### src/rtl/parity_pkg.sv
// Shared types and width helpers for the parity frame unit.
package parity_pkg;

  typedef enum logic [1:0] {
    IDLE,
    ACCUM,
    EMIT
  } state_e;

  function automatic int unsigned lane_width(input int unsigned data_w,
                                             input int unsigned lanes);
    return data_w / lanes;
  endfunction

  // Frame length counts 1..MAX_WORDS, so the field needs clog2(MAX_WORDS+1) bits.
  function automatic int unsigned len_width(input int unsigned max_words);
    return $clog2(max_words + 1);
  endfunction

endpackage

### src/rtl/parity_lane_reduce.sv
// Combinational per-lane XOR reduction of one input word.
module parity_lane_reduce
  import parity_pkg::*;
#(
  parameter int unsigned DATA_W = 8,
  parameter int unsigned LANES  = 2
) (
  input  logic [DATA_W-1:0] data_i,
  output logic [LANES-1:0]  par_o
);

  localparam int unsigned LW = lane_width(DATA_W, LANES);

  always_comb begin
    par_o = '0;
    for (int unsigned k = 0; k < LANES; k++) begin
      par_o[k] = ^data_i[k*LW +: LW];
    end
  end

endmodule

### src/rtl/parity_frame_unit.sv
// Frame-level per-lane parity generator/checker with valid/ready handshakes.
// Optional saturating errored-frame counter enabled by PARITY_FRAME_ERR_CNT_EN.
module parity_frame_unit
  import parity_pkg::*;
#(
  parameter int unsigned DATA_W    = 8,
  parameter int unsigned LANES     = 2,
  parameter int unsigned MAX_WORDS = 16,
  parameter int unsigned ERR_CNT_W = 8
) (
  input  logic                             clk,
  input  logic                             rst_n,
  input  logic                             in_valid,
  output logic                             in_ready,
  input  logic [DATA_W-1:0]                in_data,
  input  logic                             in_last,
  input  logic [LANES-1:0]                 in_chk,
  input  logic                             odd_mode,
  input  logic                             check_mode,
  output logic                             out_valid,
  input  logic                             out_ready,
  output logic [LANES-1:0]                 out_par,
  output logic                             out_err,
  output logic                             out_trunc,
`ifdef PARITY_FRAME_ERR_CNT_EN
  output logic [ERR_CNT_W-1:0]             err_cnt,
`endif
  output logic [len_width(MAX_WORDS)-1:0]  out_len
);

  localparam int unsigned LEN_W = len_width(MAX_WORDS);

  state_e             state_q;
  logic [LANES-1:0]   acc_q, acc_d;
  logic [LEN_W-1:0]   len_q, len_d;
  logic               odd_q, chk_q;
  logic               out_valid_q, out_err_q, out_trunc_q;
  logic [LANES-1:0]   out_par_q;
  logic [LEN_W-1:0]   out_len_q;

  logic [LANES-1:0]   word_par;
  logic               accept;
  logic               odd_eff, chk_eff;
  logic               hit_max, close_frame, trunc_d;
  logic [LANES-1:0]   par_base;

  parity_lane_reduce #(
    .DATA_W (DATA_W),
    .LANES  (LANES)
  ) u_reduce (
    .data_i (in_data),
    .par_o  (word_par)
  );

  assign in_ready = (state_q != EMIT);
  assign accept   = in_valid && in_ready;

  // The first beat of a frame must see the live mode inputs, later beats the latched copy.
  always_comb begin
    odd_eff     = (state_q == IDLE) ? odd_mode   : odd_q;
    chk_eff     = (state_q == IDLE) ? check_mode : chk_q;
    acc_d       = (state_q == IDLE) ? word_par   : (acc_q ^ word_par);
    len_d       = (state_q == IDLE) ? LEN_W'(1)  : (len_q + LEN_W'(1));
    hit_max     = (state_q == ACCUM) && (len_d == LEN_W'(MAX_WORDS));
    close_frame = in_last || hit_max;
    trunc_d     = hit_max && !in_last;
    par_base    = acc_d ^ {LANES{odd_eff}};
  end

  always_ff @(posedge clk or negedge rst_n) begin
    if (!rst_n) begin
      state_q     <= IDLE;
      acc_q       <= '0;
      len_q       <= '0;
      odd_q       <= 1'b0;
      chk_q       <= 1'b0;
      out_valid_q <= 1'b0;
      out_par_q   <= '0;
      out_err_q   <= 1'b0;
      out_trunc_q <= 1'b0;
      out_len_q   <= '0;
    end else begin
      case (state_q)
        IDLE, ACCUM: begin
          if (accept) begin
            acc_q <= acc_d;
            len_q <= len_d;
            if (state_q == IDLE) begin
              odd_q <= odd_mode;
              chk_q <= check_mode;
            end
            if (close_frame) begin
              state_q     <= EMIT;
              out_valid_q <= 1'b1;
              out_len_q   <= len_d;
              out_trunc_q <= trunc_d;
              if (chk_eff) begin
                // A truncated check frame never saw in_chk, so it is flagged as errored.
                out_par_q <= trunc_d ? par_base : (par_base ^ in_chk);
                out_err_q <= trunc_d | (|(par_base ^ in_chk));
              end else begin
                out_par_q <= par_base;
                out_err_q <= 1'b0;
              end
            end else begin
              state_q <= ACCUM;
            end
          end
        end
        EMIT: begin
          if (out_ready) begin
            out_valid_q <= 1'b0;
            state_q     <= IDLE;
          end
        end
        default: state_q <= IDLE;
      endcase
    end
  end

  assign out_valid = out_valid_q;
  assign out_par   = out_par_q;
  assign out_err   = out_err_q;
  assign out_trunc = out_trunc_q;
  assign out_len   = out_len_q;

`ifdef PARITY_FRAME_ERR_CNT_EN
  logic [ERR_CNT_W-1:0] err_cnt_q;

  always_ff @(posedge clk or negedge rst_n) begin
    if (!rst_n) begin
      err_cnt_q <= '0;
    end else if ((state_q == EMIT) && out_ready && out_err_q && (err_cnt_q != '1)) begin
      err_cnt_q <= err_cnt_q + ERR_CNT_W'(1);
    end
  end

  assign err_cnt = err_cnt_q;
`endif

endmodule

### config.mk
export PLATFORM = sky130hd
export DESIGN_NAME = parity_frame_unit
export DESIGN_NICKNAME = d
export VERILOG_FILES = /design/src/rtl/parity_pkg.sv /design/src/rtl/parity_lane_reduce.sv /design/src/rtl/parity_frame_unit.sv
export SDC_FILE = /design/constraint.sdc
export NUM_CORES = 1
export LEC_CHECK = 0
export CORE_ASPECT_RATIO = 0.9
export CORE_MARGIN = 1
export CORE_UTILIZATION = 61
export DETAILED_ROUTE_END_ITERATION = 10
export DONT_BUFFER_PORTS = 1
export PLACE_DENSITY_LB_ADDON = 0.1
export SKIP_LAST_GASP = 1
export SLEW_MARGIN = 20
export SYNTH_ARGS = -nofsm -noshare
export SYNTH_HDL_FRONTEND = slang
export SYNTH_HIERARCHICAL = 1
export SYNTH_SLANG_ARGS = --single-unit
### constraint.sdc
create_clock -name clk -period 2.1 [get_ports clk]
set_input_delay 0.42 -clock clk [delete_from_list [all_inputs] [get_ports clk]]
set_output_delay 0.42 -clock clk [all_outputs]
set_load 0.03 [all_outputs]
==> metrics.cfg, run 1 <==
[status]
outcome=finished clean

[timing]
hold_viol=0
drv_slew=0
rsz0062_at_grt=yes
max_clock_freq_ghz=0.4977
post-route-period-util_pct=95.67
fin_ws_ps=90.95
fin_crit_ps=2009
finalSetupViolations=0
relSlewSlack_pct=64.58
worst_pin_slew_ps=529.4
finalClockSkew_ps=6.604

[finish]
finalNonFillerCells=164
regArea_um2=525.5
nFillCells=154
fin_util_pct=71.60
antenna_cells=0
multi_input_area_um2=753.2
drive_above_1_share_pct=16.55
design_area_um2=1398
syn_to_final_growth_pct=8.027
fin_nets=158

[grt]
grt_antenna_before_repair=0
grt_max_degree=22
grt_pass1_vias=1060
grt_pass1_wl_um=4892
grt_overflow=0
grt_usage_pct=29.74

[routing]
vias=1073
antenna_left=0
routed_via_density=6.543
route.detailed.drc=0
post_drt_wl_per_cell_um=18.10
drt-total-wl_um=2968
initialDrtViolationCount=24
first_pass_iters=4

[synthesis]
synth_flop_cell=dfrtp_1
syn_inst=134
ys_async_sr_fraction_pct=100.0
synth.top_cell.area_share_pct=40.62
yosysWarnings=6
synth-seq-cells=21
syn_nets=152
synth_area_um2=1294
yosysTopAreaCell=dfrtp_1
seq_area_frac_synth_pct=40.62
yosys.cell_count.top_type=dfrtp_1
synth_area_leaders=dfrtp_1, o21ai_0, xnor2_1, xnor3_1, xor2_1
synth_edf_count=0
synth_common_cells=dfrtp_1, o21ai_0, nand2_1
ys_types=42
postSynthAreaPerCell_um2=9.655

[worst_setup_path]
crit_fanout=10
worstPathRequired_ps=2310
cp-startpoint=len_q[1]
crit-reg2reg-launch=len_q[1]
start_kind=flop
critical_path_arrival_ps=2210
path_class=flop to flop
cp-end-kind=flop

[cts]
clock_sinks=21
cts_tree=yes
cts_root_buf=clkbuf_4
clk_latency_ps=310
cts_setup_buffers=0
htree_num_levels=1
clk_pin_slew_worst_paths_ps=120
cts_buffer_depth=2
cts_buffers=3

[floorplan]
ios=28
start_util_pct=66.28
chipHeight_um=45.69
rows=15
core-area_um2=1952
die-area_um2=2309
fp.dieW_um=50.55

[power_and_ir_drop]
ir_drop_v=0.0006411
p_leak_uw=0.0005824
p_total_uw=1410
powerDensity_nw_per_um2=1009

[placed_design]
gp_congestion=0.8445
dp_cells=159
dp_slack_ps=28.04
portBuffers=0
dpl_cell_area_um2=1344
dp_hpwl_um=2117

[job]
drv_cap=0

[hold_path]
min_path_type=input port to async pin

==> cell usage in the layout (no fill, tap or decap), types with 2 or more instances in the layout <==
cell	Yosys	layout
dfrtp_1	21	21
o21ai_0	15	14
nand2_1	9	9
xnor2_1	8	8
nor2_1	7	7
buf_4	0	7
a21oi_1	6	6
nand3_1	6	6
xor2_1	4	4
mux2_2	3	3
and2_1	4	3
o21ai_1	2	3
clkbuf_4	0	3
nand2b_1	2	2
nand3_2	2	2
a31oi_1	2	2
nor2b_1	2	2
a31o_2	2	2
o31ai_1	2	2
o21bai_1	2	2
a32oi_1	2	2
nand4_1	2	2
o211ai_1	2	2
o22ai_1	2	2
xnor3_1	2	2
==> through the flow <==
step | setup TNS (ps) | hold slack (ps)
finish | 0 | 40.16
global route | -56.56 | 74.11
CTS | 0 | 202.4
detailed placement | 0 | 124.8
global placement | 0 | 124.8
floorplan | 0 | 124.4
==> layer usage <==
metal | vias to the layer above | GRT usage [%] | part of all wire, %
li1 | 504 | - | -
met1 | 514 | 38.06 | 44
met2 | 49 | 48.53 | 47
met3 | 6 | 9.000 | 8.2
met4 | 0 | 10.56 | 1.4
met5 | - | 0 | 0
==> critical path: stages, from the launching register on <==
cell and delay [ps]:
dfrtp_1 420, ha_1 330, nor4bb_2 320, and2_4 220, a31oi_1 90, buf_4 210
o41ai_1 310
==> kinds of logic after synthesis <==
kind of cell,synth area share [%]
xor+xnor,12.86
flops,40.62
buf+inv,2.901
simple gates,17.60
compound gates,21.66
mux,3.385
fa+ha+maj,0.9670
==> report_power, final <==
| part | switching [uW] | internal, uW | leakage, uW |
|---|---|---|---|
| sequential | 199 | 503 | 0.000264 |
| clock | 126 | 74.4 | 0.0000150 |
| combinational | 258 | 250 | 0.000304 |
==> sequential cells by signal, indices dropped and copies added, names as in the netlist, 2 cells and up <==
signal / count
acc_q: 2
len_q: 5
out_len: 5
out_par: 2
state_q: 2
==> cell type report <==
| class | count | share of cell area, % |
|---|---|---|
| Timing Repair Buffer | 8 | 4.118 |
| Sequential cell | 21 | 37.60 |
| Clock buffer | 4 | 1.880 |
| Inverter | 1 | 0.2686 |
| Multi-Input combinational cell | 105 | 53.89 |
| Tap cell | 25 | 2.238 |
==> path summary, 6_finish.rpt <==
kind | depth (start not counted) | slack (ps) | end
setup / recovery | 6 | 90 | out_len[2]
hold / removal | 1 | 40 | out_par[1]
setup reg to reg | 6 | 90 | out_len[2]
hold reg to reg | 1 | 500 | chk_q
max in group asynchronous | 1 | 1730 | odd_q
min in group clk | 1 | 210 | state_q[1]
==> repair_timing <==
action                                 in CTS  in global routing
setup endpoints to repair                   1                  5
hold buffers                                1                  0
cloned                                      0                  0
gates resized for setup                     1                  4
endpoints found under the hold margin      21                  0
pin swaps                                   1                  0
No activity file was read; power rests on OpenSTA's default activity.
==> run 2: changes to the inputs <==
CORE_UTILIZATION = 50   (was 61)
DONT_BUFFER_PORTS = unset   (was 1)
clock period = 2.2 ns   (was 2.1 ns; I/O delays follow)
==> run 2 against run 1 <==
Against the previous run:
- setup slack better by 14 ps
- utilization is 3.2 points lower
- via count up 9.9%
- sequential power shrank 20%
- flip-flop and latch count is the same
- wire length rose by 3.1%
- critical path type is now flop to primary output
- critical endpoint is now in_ready
==> metrics.cfg, run 2 (same netlist as run 1, synthesis figures left out) <==
[status]
outcome=finished clean

[routing]
antenna_left=0
routed_via_density=6.015
routed.top_layer=met4
post_drt_wl_per_cell_um=15.61
met1_length_um=1401
drt-total-wl_um=3059
vias=1179
wl_met2_um=1475
met3WireLength_um=166
first_pass_iters=5
route.detailed.drc=0
initialDrtViolationCount=43

[timing]
worst_pin_slew_ps=530.2
drv_slew=0
whs_ps=452.8
relSlewSlack_pct=64.40
fin_ws_ps=105.0
finalSetupViolations=0
fin_crit_ps=2095
post-route-period-util_pct=95.23
finalSetupTns_ps=0
rsz0062_at_grt=no
max_clock_freq_ghz=0.4773
hold_viol=0
finalClockSkew_ps=1.924

[hold_path]
min_path_type=input port to async pin

[power_and_ir_drop]
powerDensity_nw_per_um2=882.4
p_total_uw=1477
p_leak_uw=0.0006945
ir_drop_v=0.0006678

[placed_design]
dp_hpwl_um=2357
portBuffers=27
gp_congestion=0.8445
dp_slack_ps=-93.16

[floorplan]
die-area_um2=2795
chipHeight_um=50.26
fp.dieW_um=55.62
rows=17
core-area_um2=2446
start_util_pct=52.89
ios=28

[grt]
grt_usage_pct=23.76
grt_pass1_vias=1135
grt_overflow=0
grt_pass1_wl_um=5126
grt_antenna_before_repair=0
grt_max_degree=22

[cts]
clk_latency_ps=310
cts_hold_buf=0
cts_buffer_depth=2
cts_buffers=3
cts_root_buf=clkbuf_4
cts_resized=0
cts_setup_buffers=0
cts_tree=yes
clock_sinks=21
clk_pin_slew_worst_paths_ps=120
htree_num_levels=1

[finish]
mostFrequentLayoutCell=clkdlybuf4s50_1
drive_above_1_share_pct=13.10
regArea_um2=525.5
final_cell_mix=clkdlybuf4s50_1, dfrtp_1, o21ai_0, buf_4, nand2_1
syn_to_final_growth_pct=29.40
fin_util_pct=68.44
multi_input_area_um2=738.2
antenna_cells=0
nFillCells=201
fin_nets=187

[worst_setup_path]
cp-end-kind=primary output
start_kind=flop
path_class=flop to primary output
worstPathRequired_ps=1760
crit_fanout=10
critical_path_arrival_ps=1650

[job]
drv_cap=0

## run 2: metal layers
metal  vias to the layer above  track usage, %
met1                       572           30.28
met2                        37           40.56
met4                         0           7.500
met3                         2           5.155
met5                         -               0
li1                        568               -
## run 2: area by class of cell
cell class | instances | area share, %
inverters | 1 | 0.2242
repair buffers | 37 | 20.63
multi-input cells | 105 | 44.10
well taps | 28 | 2.093
flip-flops and latches | 21 | 31.39
clock buffers | 4 | 1.570
## run 2: worst paths after layout
| path | cells after the start | slack (ps) | endpoint | start |
|---|---|---|---|---|
| max in group asynchronous | 2 | 1530 | out_len[0] | rst_n |
| setup reg to reg | 6 | 160 | out_par[0] | len_q[0] |
| hold reg to reg | 1 | 500 | chk_q | chk_q |
| hold / removal | 2 | 450 | len_q[4] | rst_n |
| min in group clk | 1 | 500 | chk_q | chk_q |
| setup / recovery | 2 | 110 | in_ready | state_q[0] |
## run 2: through the flow
| step | cell area, um^2 | std cells |
|---|---|---|
| CTS | 1667 | 196 |
| global route | 1674 | 196 |
| global placement | 1640 | 192 |
| finish | 1674 | 196 |
| detailed placement | 1640 | 192 |
| floorplan | 1294 | 134 |
## run 2: worst max-delay path, stage by stage (launching register included)
cell and delay (ps):
dfrtp_1 510, nand2b_1 170, clkdlybuf4s50_1 670
## run 2: where the power goes
group	leakage [uW]	internal, uW	switching [uW]
sequential	0.000264	481	77.2
combinational	0.000416	347	376
clock	0.0000150	70.7	125
total	0.000695	899	578
